File: src/rtl/tetris_pkg.sv
`default_nettype none
// ============================================================================
//  Module   : tetris_pkg
//  Brief    : Shared constants, state encodings and scan-code map helpers
//             for the Tetris keyboard front end.
//  Revision : 1.0 - initial release
// ============================================================================
package tetris_pkg;

    // Command encoding consumed by GameControl
    localparam logic [2:0] KEY_IDLE   = 3'b000;
    localparam logic [2:0] KEY_DOWN   = 3'b100;
    localparam logic [2:0] KEY_LEFT   = 3'b101;
    localparam logic [2:0] KEY_RIGHT  = 3'b110;
    localparam logic [2:0] KEY_ROTATE = 3'b111;

    // Prefix bytes
    localparam logic [7:0] SC_EXT   = 8'hE0;
    localparam logic [7:0] SC_BRK   = 8'hF0;

    // Base (letter) make codes
    localparam logic [7:0] SC_S     = 8'h1B;
    localparam logic [7:0] SC_A     = 8'h1C;
    localparam logic [7:0] SC_D     = 8'h23;
    localparam logic [7:0] SC_W     = 8'h1D;

    // Extended (arrow) make codes, valid only after SC_EXT
    localparam logic [7:0] SC_DOWN  = 8'h72;
    localparam logic [7:0] SC_LEFT  = 8'h6B;
    localparam logic [7:0] SC_RIGHT = 8'h74;
    localparam logic [7:0] SC_UP    = 8'h75;

    // Make/break decoder state
    typedef enum logic [1:0] {
        DEC_BASE    = 2'd0,
        DEC_EXT     = 2'd1,
        DEC_BRK     = 2'd2,
        DEC_EXT_BRK = 2'd3
    } dec_state_t;

    // Frame receiver state
    typedef enum logic [1:0] {
        RX_IDLE   = 2'd0,
        RX_DATA   = 2'd1,
        RX_PARITY = 2'd2,
        RX_STOP   = 2'd3
    } rx_state_t;

    // Command for a non-prefixed make code; KEY_IDLE when unmapped
    function automatic logic [2:0] mapBaseCode(input logic [7:0] code);
        logic [2:0] key;
        case (code)
            SC_S:    key = KEY_DOWN;
            SC_A:    key = KEY_LEFT;
            SC_D:    key = KEY_RIGHT;
            SC_W:    key = KEY_ROTATE;
            default: key = KEY_IDLE;
        endcase
        return key;
    endfunction

    // Command for an E0-prefixed make code; KEY_IDLE when unmapped
    function automatic logic [2:0] mapExtCode(input logic [7:0] code);
        logic [2:0] key;
        case (code)
            SC_DOWN:  key = KEY_DOWN;
            SC_LEFT:  key = KEY_LEFT;
            SC_RIGHT: key = KEY_RIGHT;
            SC_UP:    key = KEY_ROTATE;
            default:  key = KEY_IDLE;
        endcase
        return key;
    endfunction

endpackage
`default_nettype wire

File: src/rtl/ps2_frame_rx.sv
`default_nettype none
// ============================================================================
//  Module   : ps2_frame_rx
//  Brief    : PS/2 device-to-host frame receiver. Synchronizes and deglitches
//             the raw PS/2 lines, shifts in 11-bit frames, checks odd parity
//             and the stop bit, and aborts stalled frames after a timeout.
//  Revision : 1.0 - initial release
// ============================================================================
module ps2_frame_rx
    import tetris_pkg::*;
#(
    parameter int FILTER_LEN     = 8,
    parameter int TIMEOUT_CYCLES = 100000
) (
    input  logic       clk,
    input  logic       rst,
    input  logic       ps2_clk,
    input  logic       ps2_data,
    output logic [7:0] rx_byte,
    output logic       byte_valid,
    output logic       byte_error,
    output logic       frame_timeout
);

    localparam int FILT_W = (FILTER_LEN > 1) ? $clog2(FILTER_LEN + 1) : 1;
    localparam int TMR_W  = $clog2(TIMEOUT_CYCLES + 1);

    localparam logic [FILT_W-1:0] c_FILT_LAST    = FILT_W'(FILTER_LEN - 1);
    localparam logic [TMR_W-1:0]  c_TIMEOUT_LAST = TMR_W'(TIMEOUT_CYCLES - 1);

    logic [1:0]        r_clkSync;
    logic [1:0]        r_dataSync;
    logic              r_filtLevel;
    logic [FILT_W-1:0] r_filtCnt;

    rx_state_t         r_state;
    logic [7:0]        r_shift;
    logic [2:0]        r_bitCnt;
    logic              r_parity;
    logic [TMR_W-1:0]  r_timer;
    logic [7:0]        r_byte;
    logic              r_byteValid;
    logic              r_byteError;
    logic              r_timeout;

    logic              w_clkSample;
    logic              w_data;
    logic              w_fall;

    assign w_clkSample = r_clkSync[1];
    assign w_data      = r_dataSync[1];

    // Falling edge fires in the very cycle the filtered level would drop to 0,
    // so the data bit is taken from the synchronizer in that same cycle.
    assign w_fall = r_filtLevel && !w_clkSample && (r_filtCnt == c_FILT_LAST);

    // Two-flop synchronizers; lines idle high so reset to 1
    always_ff @(posedge clk) begin
        if (rst) begin
            r_clkSync  <= 2'b11;
            r_dataSync <= 2'b11;
        end else begin
            r_clkSync  <= {r_clkSync[0], ps2_clk};
            r_dataSync <= {r_dataSync[0], ps2_data};
        end
    end

    // Glitch filter: toggle the filtered clock only after FILTER_LEN
    // consecutive samples that disagree with the current level
    always_ff @(posedge clk) begin
        if (rst) begin
            r_filtLevel <= 1'b1;
            r_filtCnt   <= '0;
        end else if (w_clkSample == r_filtLevel) begin
            r_filtCnt   <= '0;
        end else if (r_filtCnt == c_FILT_LAST) begin
            r_filtLevel <= w_clkSample;
            r_filtCnt   <= '0;
        end else begin
            r_filtCnt   <= r_filtCnt + 1'b1;
        end
    end

    // Frame receiver with stall timeout; status strobes are single-cycle
    always_ff @(posedge clk) begin
        if (rst) begin
            r_state     <= RX_IDLE;
            r_shift     <= '0;
            r_bitCnt    <= '0;
            r_parity    <= 1'b0;
            r_timer     <= '0;
            r_byte      <= '0;
            r_byteValid <= 1'b0;
            r_byteError <= 1'b0;
            r_timeout   <= 1'b0;
        end else begin
            r_byteValid <= 1'b0;
            r_byteError <= 1'b0;
            r_timeout   <= 1'b0;
            if (r_state == RX_IDLE) begin
                r_timer <= '0;
                // A high data level on an idle edge is not a start bit
                if (w_fall && !w_data) begin
                    r_state  <= RX_DATA;
                    r_bitCnt <= '0;
                end
            end else if (w_fall) begin
                r_timer <= '0;
                case (r_state)
                    RX_DATA: begin
                        // LSB arrives first, so shift in from the top
                        r_shift  <= {w_data, r_shift[7:1]};
                        r_bitCnt <= r_bitCnt + 3'd1;
                        if (r_bitCnt == 3'd7) begin
                            r_state <= RX_PARITY;
                        end
                    end
                    RX_PARITY: begin
                        r_parity <= w_data;
                        r_state  <= RX_STOP;
                    end
                    RX_STOP: begin
                        // Odd parity over data plus parity bit, and stop must be 1
                        if (w_data && (^{r_shift, r_parity})) begin
                            r_byte      <= r_shift;
                            r_byteValid <= 1'b1;
                        end else begin
                            r_byteError <= 1'b1;
                        end
                        r_state <= RX_IDLE;
                    end
                    default: begin
                        r_state <= RX_IDLE;
                    end
                endcase
            end else if (r_timer == c_TIMEOUT_LAST) begin
                // Keyboard stopped clocking mid-frame: drop the partial byte
                r_timeout <= 1'b1;
                r_timer   <= '0;
                r_state   <= RX_IDLE;
            end else begin
                r_timer <= r_timer + 1'b1;
            end
        end
    end

    assign rx_byte       = r_byte;
    assign byte_valid    = r_byteValid;
    assign byte_error    = r_byteError;
    assign frame_timeout = r_timeout;

endmodule
`default_nettype wire

File: src/rtl/ps2_key_decoder.sv
`default_nettype none
// ============================================================================
//  Module   : ps2_key_decoder
//  Brief    : Keyboard input stage for the Tetris core. Turns PS/2 make codes
//             into one-cycle game command pulses; break codes and unmapped
//             keys produce nothing.
//  Revision : 1.0 - initial release
// ============================================================================
module ps2_key_decoder
    import tetris_pkg::*;
#(
    parameter int FILTER_LEN     = 8,
    parameter int TIMEOUT_CYCLES = 100000
) (
    input  logic       clk,
    input  logic       rst,
    input  logic       ps2_clk,
    input  logic       ps2_data,
    output logic [2:0] keyboard_signal,
    output logic [7:0] scan_code,
    output logic       code_valid,
    output logic       frame_error
);

    logic [7:0] w_rxByte;
    logic       w_byteValid;
    logic       w_byteError;
    logic       w_frameTimeout;

    dec_state_t r_decState;
    logic [2:0] r_keySignal;

    ps2_frame_rx #(
        .FILTER_LEN     (FILTER_LEN),
        .TIMEOUT_CYCLES (TIMEOUT_CYCLES)
    ) u_frame_rx (
        .clk           (clk),
        .rst           (rst),
        .ps2_clk       (ps2_clk),
        .ps2_data      (ps2_data),
        .rx_byte       (w_rxByte),
        .byte_valid    (w_byteValid),
        .byte_error    (w_byteError),
        .frame_timeout (w_frameTimeout)
    );

    // Make/break decoder and command pulse register; a timeout leaves the
    // decoder alone since no byte was lost, but a corrupt byte might have
    // been a prefix, so it drops back to BASE
    always_ff @(posedge clk) begin
        if (rst) begin
            r_decState  <= DEC_BASE;
            r_keySignal <= KEY_IDLE;
        end else begin
            r_keySignal <= KEY_IDLE;
            if (w_byteError) begin
                r_decState <= DEC_BASE;
            end else if (w_byteValid) begin
                case (r_decState)
                    DEC_BASE: begin
                        if (w_rxByte == SC_EXT) begin
                            r_decState <= DEC_EXT;
                        end else if (w_rxByte == SC_BRK) begin
                            r_decState <= DEC_BRK;
                        end else begin
                            r_keySignal <= mapBaseCode(w_rxByte);
                        end
                    end
                    DEC_EXT: begin
                        if (w_rxByte == SC_EXT) begin
                            r_decState <= DEC_EXT;
                        end else if (w_rxByte == SC_BRK) begin
                            r_decState <= DEC_EXT_BRK;
                        end else begin
                            r_keySignal <= mapExtCode(w_rxByte);
                            r_decState  <= DEC_BASE;
                        end
                    end
                    DEC_BRK: begin
                        // Released key code is swallowed; E0 here starts a new extended sequence
                        if (w_rxByte == SC_EXT) begin
                            r_decState <= DEC_EXT;
                        end else begin
                            r_decState <= DEC_BASE;
                        end
                    end
                    DEC_EXT_BRK: begin
                        r_decState <= DEC_BASE;
                    end
                    default: begin
                        r_decState <= DEC_BASE;
                    end
                endcase
            end
        end
    end

    assign keyboard_signal = r_keySignal;
    assign scan_code       = w_rxByte;
    assign code_valid      = w_byteValid;
    assign frame_error     = w_byteError | w_frameTimeout;

endmodule
`default_nettype wire

File: config.mk
export PLATFORM = sky130hd
export DESIGN_NAME = ps2_key_decoder
export DESIGN_NICKNAME = d
export VERILOG_FILES = /design/src/rtl/tetris_pkg.sv /design/src/rtl/ps2_frame_rx.sv /design/src/rtl/ps2_key_decoder.sv
export SDC_FILE = /design/constraint.sdc
export NUM_CORES = 1
export LEC_CHECK = 0
export BUFFER_PORTS_ARGS = -buffer_cell sky130_fd_sc_hd__buf_4
export CORE_UTILIZATION = 30
export CTS_CLUSTER_DIAMETER = 200
export CTS_CLUSTER_SIZE = 10
export DETAILED_ROUTE_END_ITERATION = 12
export PLACE_DENSITY = 0.45
export SYNTH_ARGS = -nofsm -noshare
export SYNTH_HDL_FRONTEND = slang
export SYNTH_SLANG_ARGS = --single-unit
File: constraint.sdc
create_clock -name clk -period 1.7 [get_ports clk]
set_input_delay 0 -clock clk [delete_from_list [all_inputs] [get_ports clk]]
set_output_delay 0 -clock clk [all_outputs]
set_load 0.05 [all_outputs]
==> impl_metrics.env, run 1 <==
export IMPL_grt_max_degree=18
export IMPL_drt_pass1_iterations=4
export IMPL_routed_wl_um=5610
export IMPL_syn_to_final_growth_pct=27.2
export IMPL_grt_pass1_vias=2122
export IMPL_dpl_hpwl_um=4220
export IMPL_synth_edff_count=0
export IMPL_num_rows=34
export IMPL_die_h_um=96.6
export IMPL_required_ps=1940
export IMPL_antenna_found_initial=0
export IMPL_ys_async_sr_fraction_pct=0
export IMPL_grt_usage_pct=13.2
export IMPL_fin_crit_sh_pct=102
export IMPL_ant_nets=0
export IMPL_nets=368
export IMPL_synth_top_flop_cell="dfxtp_1"
export IMPL_drive_above_1_share_pct=31.9
export IMPL_placed_area_sq_um=3170
export IMPL_ys_seq_area_share_pct=41.8
export IMPL_core_area_sq_um=8680
export IMPL_setup_violations=1
export IMPL_place_inst=448
export IMPL_status="finished, violations left"
export IMPL_endpoint_kind="register"
export IMPL_cts_tree="yes"
export IMPL_worstMarginPinSlew_ps=485
export IMPL_numPortBuffers=16
export IMPL_cts_path_max_buffers=2
export IMPL_final_area_sq_um=3410
export IMPL_syn_cell_area_sq_um=2680
export IMPL_ctsHtreeMaxLevel=2
export IMPL_fmax_mhz=577
export IMPL_grt_overflow=0
export IMPL_fin_total_pwr_mw=2.06
export IMPL_hold_violations=0
export IMPL_start_kind="register"
export IMPL_initial_utilization_pct=30.9
export IMPL_ys_warn_count=0
export IMPL_cts_buffers=5
export IMPL_cp_max_fo=2
export IMPL_avgSynthCellArea_sq_um=8.98
export IMPL_synth_seq_cells=56
export IMPL_synthCells=299
export IMPL_root_buffer="clkbuf_8"
export IMPL_p_leak_nw=1.23
export IMPL_slew_headroom_pct=67.2
export IMPL_skew_ps=9.62
export IMPL_hold_ws_ps=408
export IMPL_min_path_type="reg -> reg"
export IMPL_die_area_sq_um=9330
export IMPL_rsz0062_at_grt="yes"
export IMPL_path_clk_slew_ps=100
export IMPL_violations="setup timing"
export IMPL_via_per_inst=4.78
export IMPL_clock_sinks=56
export IMPL_ioPinCount=17
export IMPL_grt_pass1_wl_um=9760
export IMPL_clk_latency_ps=300
export IMPL_cap_viol_max_count=0
export IMPL_syn_nets=314
export IMPL_vias=2209
export IMPL_n_fill_cell=904
export IMPL_peakVddDrop_uv=350
export IMPL_drv_slew=0
export IMPL_antenna_cells=0
export IMPL_die_x_um=96.6
export IMPL_cp_arrival_ps=1970
export IMPL_routabilityCongestion=0.772
export IMPL_setup_worst_path_class="reg -> reg"
export IMPL_power_density_nw_per_um2=603
export IMPL_synth_cell_types=51
export IMPL_finalCriticalPeriod_ps=1730
export IMPL_fin_cells=462
export IMPL_dr_first_iter_drc_count=93
export IMPL_setup_slack_ps=-34.2
export IMPL_wire_per_inst_um=12.1
export IMPL_drc_errors=0
## repair_timing
action,4_1_cts,5_1_grt
gates cloned,0,0
hold buffers,3,0
endpoints found under the hold margin,4,0
setup endpoints to repair,9,28
pin swaps,0,9
resized for setup,7,28
setup buffers,0,3
## kinds of logic after synthesis
group | synth area share, %
AO/OA/AOI/OAI | 8.16
AND/OR/NAND/NOR | 28.6
flip-flops | 41.8
multiplexers | 4.20
adder cells (fa/ha/maj) | 5.13
buffers and inverters | 4.94
XOR/XNOR | 7.23
## stage by stage
step | util [%] | setup TNS, ps | worst slack (ps)
6_report | 39.3 | -34.2 | -34.2
5_1_grt | 39.3 | -177 | -92.5
4_1_cts | 38.2 | -41.1 | -36.3
3_5_place_dp | 36.5 | -29.4 | -15.7
3_3_place_gp | 36.5 | 0 | 13.3
2_1_floorplan | - | -241 | -140
## Yosys cell counts, types with 2 or more instances
library cell	count	area share, %
a21oi_1	18	3.4
and3_1	3	0.70
buf_6	2	0.84
clkbuf_1	9	1.3
clkbuf_8	2	1.0
dfxtp_1	56	42
ha_1	11	5.1
inv_1	9	1.3
mux2i_1	9	3.4
nand2_1	42	5.9
nand2b_1	3	0.70
nand3_1	20	3.7
nand3b_1	2	0.56
nand4_1	8	1.9
nand4b_1	2	0.65
nor2_1	20	2.8
nor2b_1	2	0.47
nor3_1	5	0.93
nor3b_1	2	0.56
nor4_1	3	0.70
nor4b_1	4	1.3
nor4bb_1	2	0.75
o21ai_0	5	0.93
o21ai_1	5	0.93
or2_2	5	1.2
or3_1	5	1.2
or3b_1	2	0.65
or4_1	4	1.1
xnor2_1	10	3.3
xnor3_1	2	1.7
xor2_1	7	2.3
## routing by layer
layer	part of all wire [%]	vias up	track usage (%)	wire, um
li1	-	1152	-	-
met1	52	1036	17.8	2900
met2	46	19	21.5	2560
met3	2.1	2	2.35	117
met4	0.54	0	4.04	30
met5	0	-	0	0
## critical path, stage by stage (launching register included)
cell      delay (ps)
dfxtp_4          360
nor4b_4          260
or4b_4           490
or3b_4           380
a211oi_2         170
## worst paths after layout
kind / start / end / slack, ps / cells past startpoint
worst max-delay path: u_frame_rx.rx_byte[3] / r_decState[1] / -30 / 4
worst max register to register: u_frame_rx.rx_byte[3] / r_decState[1] / -30 / 4
worst min register to register: u_frame_rx.r_dataSync[0] / u_frame_rx.r_dataSync[1] / 410 / 1
worst min-delay path: u_frame_rx.r_dataSync[0] / u_frame_rx.r_dataSync[1] / 410 / 1
## report_power, final
group          switching, mW  internal [mW]
clock network          0.414          0.289
registers            0.00367           1.31
logic                 0.0230         0.0174
total                  0.440           1.62
## registers in the layout (all words and copies together) (netlist names)
signal,count
u_frame_rx.r_timer,17
u_frame_rx.r_shift,8
u_frame_rx.rx_byte,8
u_frame_rx.r_filtCnt,4
keyboard_signal,3
u_frame_rx.r_bitCnt,3
r_decState,2
u_frame_rx.r_clkSync,2
u_frame_rx.r_dataSync,2
u_frame_rx.r_state,2
u_frame_rx.byte_error,1
u_frame_rx.byte_valid,1
u_frame_rx.frame_timeout,1
u_frame_rx.r_filtLevel,1
u_frame_rx.r_parity,1
## layout by cell type, fill, tap and decap left out, drive strengths merged, types with 2 or more instances in the layout
cell type	count
dfxtp	56
xnor2	10
xnor3	2
nand2	42
dlygate4sd3	3
or4	5
nand3	20
a211oi	2
and3	3
or2	5
nor3b	2
mux2i	10
nor2	20
clkbuf	6
xor2	7
nor4b	5
or3	5
nand4b	2
o21ai	10
ha	11
inv	10
nor3	5
nor4bb	2
buf	58
nor4	3
a21oi	18
or3b	2
nand2b	3
nand4	9
nand3b	2
clkinv	2
nor2b	2
## layout make-up
type                       count  area (sq um)  share of cell area [%]
clock buffer                   6          72.6                    2.13
clock inverter                 2          12.5                   0.366
inverter                      11          41.3                    1.21
multi-input combinational    218          1520                    44.6
sequential                    56          1150                    33.7
tap                          108           135                    3.96
timing repair buffer          61           478                    14.0
(Power assumes the default switching activity.)
==> run 2, diff against run 1 <==
--- a/config.mk
+++ b/config.mk
@@ -10,6 +10,7 @@
 export CTS_CLUSTER_DIAMETER = 200
 export CTS_CLUSTER_SIZE = 10
 export DETAILED_ROUTE_END_ITERATION = 12
+export MAX_ROUTING_LAYER = met4
 export PLACE_DENSITY = 0.45
 export SYNTH_ARGS = -nofsm -noshare
 export SYNTH_HDL_FRONTEND = slang
==> constraint.sdc (replaced) <==
create_clock -name clk -period 1.5 [get_ports clk]
set_input_delay 0 -clock clk [delete_from_list [all_inputs] [get_ports clk]]
set_output_delay 0 -clock clk [all_outputs]
set_load 0.05 [all_outputs]
==> impl_metrics.env, run 2 (synthesized netlist as in run 1, its figures left out) <==
export IMPL_status="finished, violations left"
export IMPL_violations="setup timing"
export IMPL_setup_slack_ps=-199
export IMPL_antenna_found_initial=0
export IMPL_antenna_cells=0
export IMPL_cts_tree="yes"
export IMPL_largest_reg_flops=17
export IMPL_slew_headroom_pct=74.5
export IMPL_worstMarginPinSlew_ps=379
export IMPL_fin_crit_sh_pct=113
export IMPL_drv_slew=0
export IMPL_ctsHtreeMaxLevel=2
export IMPL_rsz0062_at_grt="yes"
export IMPL_p_leak_nw=1.38
export IMPL_routabilityCongestion=0.751
export IMPL_peakVddDrop_uv=360
export IMPL_ioPinCount=17
export IMPL_min_path_type="reg -> reg"
export IMPL_power_density_nw_per_um2=701
export IMPL_start_kind="register"
export IMPL_critical_path_top_delay_family="simple AND/OR/NAND/NOR gates"
export IMPL_die_x_um=96.6
export IMPL_initial_utilization_pct=30.9
export IMPL_die_h_um=96.6
export IMPL_worstSetupStartpoint="u_frame_rx.rx_byte[3]"
export IMPL_endpoint_kind="register"
export IMPL_r2r_start="u_frame_rx.rx_byte[3]"
export IMPL_cap_viol_max_count=0
export IMPL_dpl_hpwl_um=4390
export IMPL_fin_total_pwr_mw=2.62
export IMPL_cts_buffers=5
export IMPL_nets=390
export IMPL_via_per_inst=4.75
export IMPL_grt_pass1_wl_um=9710
export IMPL_drt_pass1_iterations=4
export IMPL_grt_overflow=0
export IMPL_crit_chain="nor4b_4 -> or4b_1 -> or3b_1 -> a211oi_2"
export IMPL_cp_max_fo=2
export IMPL_drc_errors=0
export IMPL_min_from="u_frame_rx.r_clkSync[0]"
export IMPL_grt_pass1_vias=2103
export IMPL_hold_ws_ps=422
export IMPL_path_clk_slew_ps=100
export IMPL_clk_latency_ps=300
export IMPL_placed_area_sq_um=3410
export IMPL_drive_above_1_share_pct=39.9
export IMPL_critPathMaxStageDelay_ps=470
export IMPL_setup_tns_ps=-1600
export IMPL_root_buffer="clkbuf_8"
export IMPL_cp_arrival_ps=1930
export IMPL_grt_usage_pct=13.7
export IMPL_setup_worst_path_class="reg -> reg"
export IMPL_grt_max_degree=18
export IMPL_fmax_mhz=589
export IMPL_postLayoutCoreUtil_pct=43.1
export IMPL_final_common_cell="buf_4"
export IMPL_wire_per_inst_um=12.2
export IMPL_dr_first_iter_drc_count=53
export IMPL_skew_ps=9.27
export IMPL_final_area_sq_um=3740
export IMPL_routed_wl_um=5900
export IMPL_required_ps=1730
export IMPL_cts_path_max_buffers=2
export IMPL_core_area_sq_um=8680
export IMPL_vias=2299
export IMPL_clock_sinks=56
export IMPL_cp_slowest_cell="or4b_1"
export IMPL_hold_violations=0
export IMPL_syn_to_final_growth_pct=39.3
export IMPL_regMostFlops="u_frame_rx.r_timer"
export IMPL_numPortBuffers=16
export IMPL_ant_nets=0
export IMPL_crit_buf_inv=0
export IMPL_layout_common_cells="74 x buf_4, 39 x nand2_1, 32 x dfxtp_1, 20 x nor2_1"
export IMPL_num_rows=34
export IMPL_setup_violations=28
export IMPL_die_area_sq_um=9330
export IMPL_finalCriticalPeriod_ps=1700
## run 2: cell count changes in the layout (fill, tap and decap cells not counted), sizes merged
| cell | previous run | this run |
|---|---|---|
| clkbuf | 6 | 7 |
| buf | 58 | 80 |
| clkinv | 2 | 1 |
| bufinv | 0 | 1 |
| clkinvlp | 1 | 0 |
## run 2: final cells by class
class                           count  area, sq um
Multi-Input combinational cell    218         1590
Fill cell                         889         4940
Timing Repair Buffer               83          679
Clock buffer                        7         97.6
Sequential cell                    56         1170
Clock inverter                      1         30.0
Tap cell                          108          135
Inverter                           11         41.3
## run 2: per-stage QoR
step	worst slack, ps	instances
2_1_floorplan	-340	299
3_3_place_gp	-180	471
3_5_place_dp	-194	471
4_1_cts	-207	483
5_1_grt	-299	484
6_report	-199	484
## run 2: final timing paths
path                                                 to  slack (ps)  cells after the start
worst max-delay path                      r_decState[1]        -200                      4
worst min-delay path            u_frame_rx.r_clkSync[1]         420                      1
worst max register to register            r_decState[1]        -200                      4
worst min register to register  u_frame_rx.r_clkSync[1]         420                      1
## run 2: metal layers
metal / global-route usage, % / vias to the layer above / wire length (um)
met1: 17.1 / 1081 / 2900
met3: 2.43 / 4 / 120
met4: 3.19 / 0 / 47
li1: - / 1196 / -
met5: - / - / 0
met2: 23.1 / 18 / 2830
## run 2: what timing repair did
item,CTS,global route
pin swaps,12,3
gates resized for setup,15,23
endpoints found under the setup margin,32,44
endpoints found under the hold margin,9,0
hold buffers,3,0
buffers inserted,1,1
## run 2: power by group
group / switching [mW] / internal [mW] / leakage, nW
Sequential: 0.00265 / 1.48 / 0.465
Combinational: 0.0278 / 0.0214 / 0.854
Clock: 0.488 / 0.601 / 0.0636
Total: 0.519 / 2.10 / 1.38
==> run 3, diff against run 2 <==
--- a/config.mk
+++ b/config.mk
@@ -6,6 +6,7 @@
 export NUM_CORES = 1
 export LEC_CHECK = 0
 export BUFFER_PORTS_ARGS = -buffer_cell sky130_fd_sc_hd__buf_4
+export CORE_MARGIN = 3
 export CORE_UTILIZATION = 30
 export CTS_CLUSTER_DIAMETER = 200
 export CTS_CLUSTER_SIZE = 10
==> impl_metrics.env, run 3 (synthesized netlist as in run 1, its figures left out) <==
export IMPL_status="finished, violations left"
export IMPL_violations="setup timing"
export IMPL_largest_reg_flops=17
export IMPL_wire_per_inst_um=12.5
export IMPL_via_per_inst=4.73
export IMPL_power_net_switching_mw=0.520
export IMPL_slew_headroom_pct=77.0
export IMPL_regMostFlops="u_frame_rx.r_timer"
export IMPL_cts_buffers=5
export IMPL_power_density_nw_per_um2=623
export IMPL_layout_common_cells="80 x buf_4, 39 x nand2_1, 29 x dfxtp_1, 20 x dfxtp_2, 19 x nand3_1"
export IMPL_drv_slew=0
export IMPL_path_clk_slew_ps=100
export IMPL_grt_overflow=0
export IMPL_dr_first_iter_drc_count=59
export IMPL_critPathMaxStageDelay_ps=470
export IMPL_endpoint_kind="register"
export IMPL_fin_cells=491
export IMPL_antenna_cells=0
export IMPL_required_ps=1730
export IMPL_num_rows=33
export IMPL_clk_latency_ps=310
export IMPL_dpl_hpwl_um=4420
export IMPL_cp_max_fo=2
export IMPL_pwr_share_seq_pct=60.5
export IMPL_die_x_um=101
export IMPL_worstMarginPinSlew_ps=341
export IMPL_drive_above_1_share_pct=47.7
export IMPL_root_buffer="clkbuf_8"
export IMPL_placed_area_sq_um=3420
export IMPL_cts_path_max_buffers=2
export IMPL_setup_worst_path_class="reg -> reg"
export IMPL_grt_usage_pct=12.8
export IMPL_initial_utilization_pct=31.7
export IMPL_wl_met3_um=148
export IMPL_cap_viol_max_count=0
export IMPL_nets=400
export IMPL_ioPinCount=17
export IMPL_place_inst=472
export IMPL_start_kind="register"
export IMPL_cp_slowest_cell="or4b_1"
export IMPL_die_h_um=101
export IMPL_skew_ps=11.0
export IMPL_setup_slack_ps=-252
export IMPL_clock_sinks=56
export IMPL_fmax_mhz=571
export IMPL_n_fill_cell=797
export IMPL_routed_wl_met2_um=2780
export IMPL_routed_top_layer="met4"
export IMPL_sw_frac_of_total_pct=21.2
export IMPL_final_common_cell="buf_4"
export IMPL_grt_max_degree=19
export IMPL_hold_violations=0
export IMPL_numPortBuffers=16
export IMPL_setup_tns_ps=-1900
export IMPL_min_path_type="in -> reg"
export IMPL_grt_pass1_wl_um=10200
export IMPL_drt_pass1_iterations=4
export IMPL_vias=2324
export IMPL_ctsHtreeMaxLevel=2
export IMPL_finalCriticalPeriod_ps=1750
export IMPL_place_ws_ps=-210
export IMPL_cts_tree="yes"
export IMPL_routed_wl_um=6120
export IMPL_ant_nets=0
export IMPL_fin_total_pwr_mw=2.45
export IMPL_grt_pass1_vias=2171
export IMPL_drc_errors=0
export IMPL_power_frac_comb_pct=2.0
export IMPL_die_area_sq_um=10100
export IMPL_core_area_sq_um=8460
export IMPL_rsz0062_at_grt="yes"
export IMPL_m1WireLength_um=3120
export IMPL_hold_ws_ps=50.2
export IMPL_syn_to_final_growth_pct=46.4
export IMPL_p_leak_nw=1.47
export IMPL_setup_violations=28
export IMPL_fin_crit_sh_pct=117
export IMPL_peakVddDrop_uv=301
export IMPL_antenna_found_initial=0
export IMPL_routabilityCongestion=0.746
export IMPL_power_frac_clock_pct=37.5
export IMPL_postLayoutCoreUtil_pct=46.4
export IMPL_cp_arrival_ps=1980
export IMPL_crit_chain="nor4b_4 -> or4b_1 -> or3_1 -> a211oi_2"
export IMPL_final_area_sq_um=3930
export IMPL_internal_power_mw=1.93
==> run 3: cell count changes in the layout (fill, tap and decap cells not counted), moves of 3 or more <==
cell / change
nor2_1: -10
nor2_4: +7
buf_4: +6
buf_6: +5
a21oi_1: -4
a21oi_2: +4
dfxtp_1: -3
nor2_2: +3
or3_1: -3
or3_4: +3
==> run 3: routing by layer <==
| metal | global-route usage [%] | vias to the layer above |
|---|---|---|
| li1 | - | 1226 |
| met1 | 17.8 | 1069 |
| met2 | 19.0 | 22 |
| met3 | 2.56 | 7 |
| met4 | 3.42 | 0 |
| met5 | - | - |
==> run 3: what timing repair did <==
action | CTS | global route
hold endpoints to repair | 2 | 0
endpoints found under the setup margin | 40 | 44
setup buffers | 4 | 5
pin swaps | 16 | 23
hold buffers | 2 | 0
resized for setup | 28 | 55
cloned | 1 | 0
==> run 3: critical path, delay by kind of cell, from the launching register on <==
family | cells | cell delay (ps)
simple gates | 3 | 1130
flops | 1 | 360
compound gates | 1 | 190
==> run 3: power groups by stage <==
stage	Sequential [mW]	Clock (mW)	Combinational [mW]
after floorplan	1.52	0	0.0306
after global placement	1.52	0	0.0421
after detailed placement	1.52	0	0.0431
after CTS	1.48	0.973	0.0490
after global routing	1.48	1.03	0.0562
final	1.48	0.918	0.0496
==> run 3: final timing paths <==
| path | to | slack, ps | cells past startpoint | startpoint |
|---|---|---|---|---|
| max | r_decState[0] | -250 | 4 | u_frame_rx.rx_byte[3] |
| min | u_frame_rx.r_bitCnt[0] | 50 | 2 | rst |
| max reg2reg | r_decState[0] | -250 | 4 | u_frame_rx.rx_byte[3] |
| min reg2reg | u_frame_rx.r_clkSync[1] | 420 | 1 | u_frame_rx.r_clkSync[0] |
==> run 3: layout make-up <==
| cell class | instances | area [sq um] | share of cell area (%) |
|---|---|---|---|
| clock buffers | 7 | 97.6 | 2.48 |
| clock inverters | 1 | 5.00 | 0.127 |
| inverters | 11 | 41.3 | 1.05 |
| multi-input cells | 218 | 1710 | 43.6 |
| flip-flops and latches | 56 | 1170 | 29.8 |
| well taps | 105 | 131 | 3.34 |
| repair buffers | 93 | 771 | 19.6 |
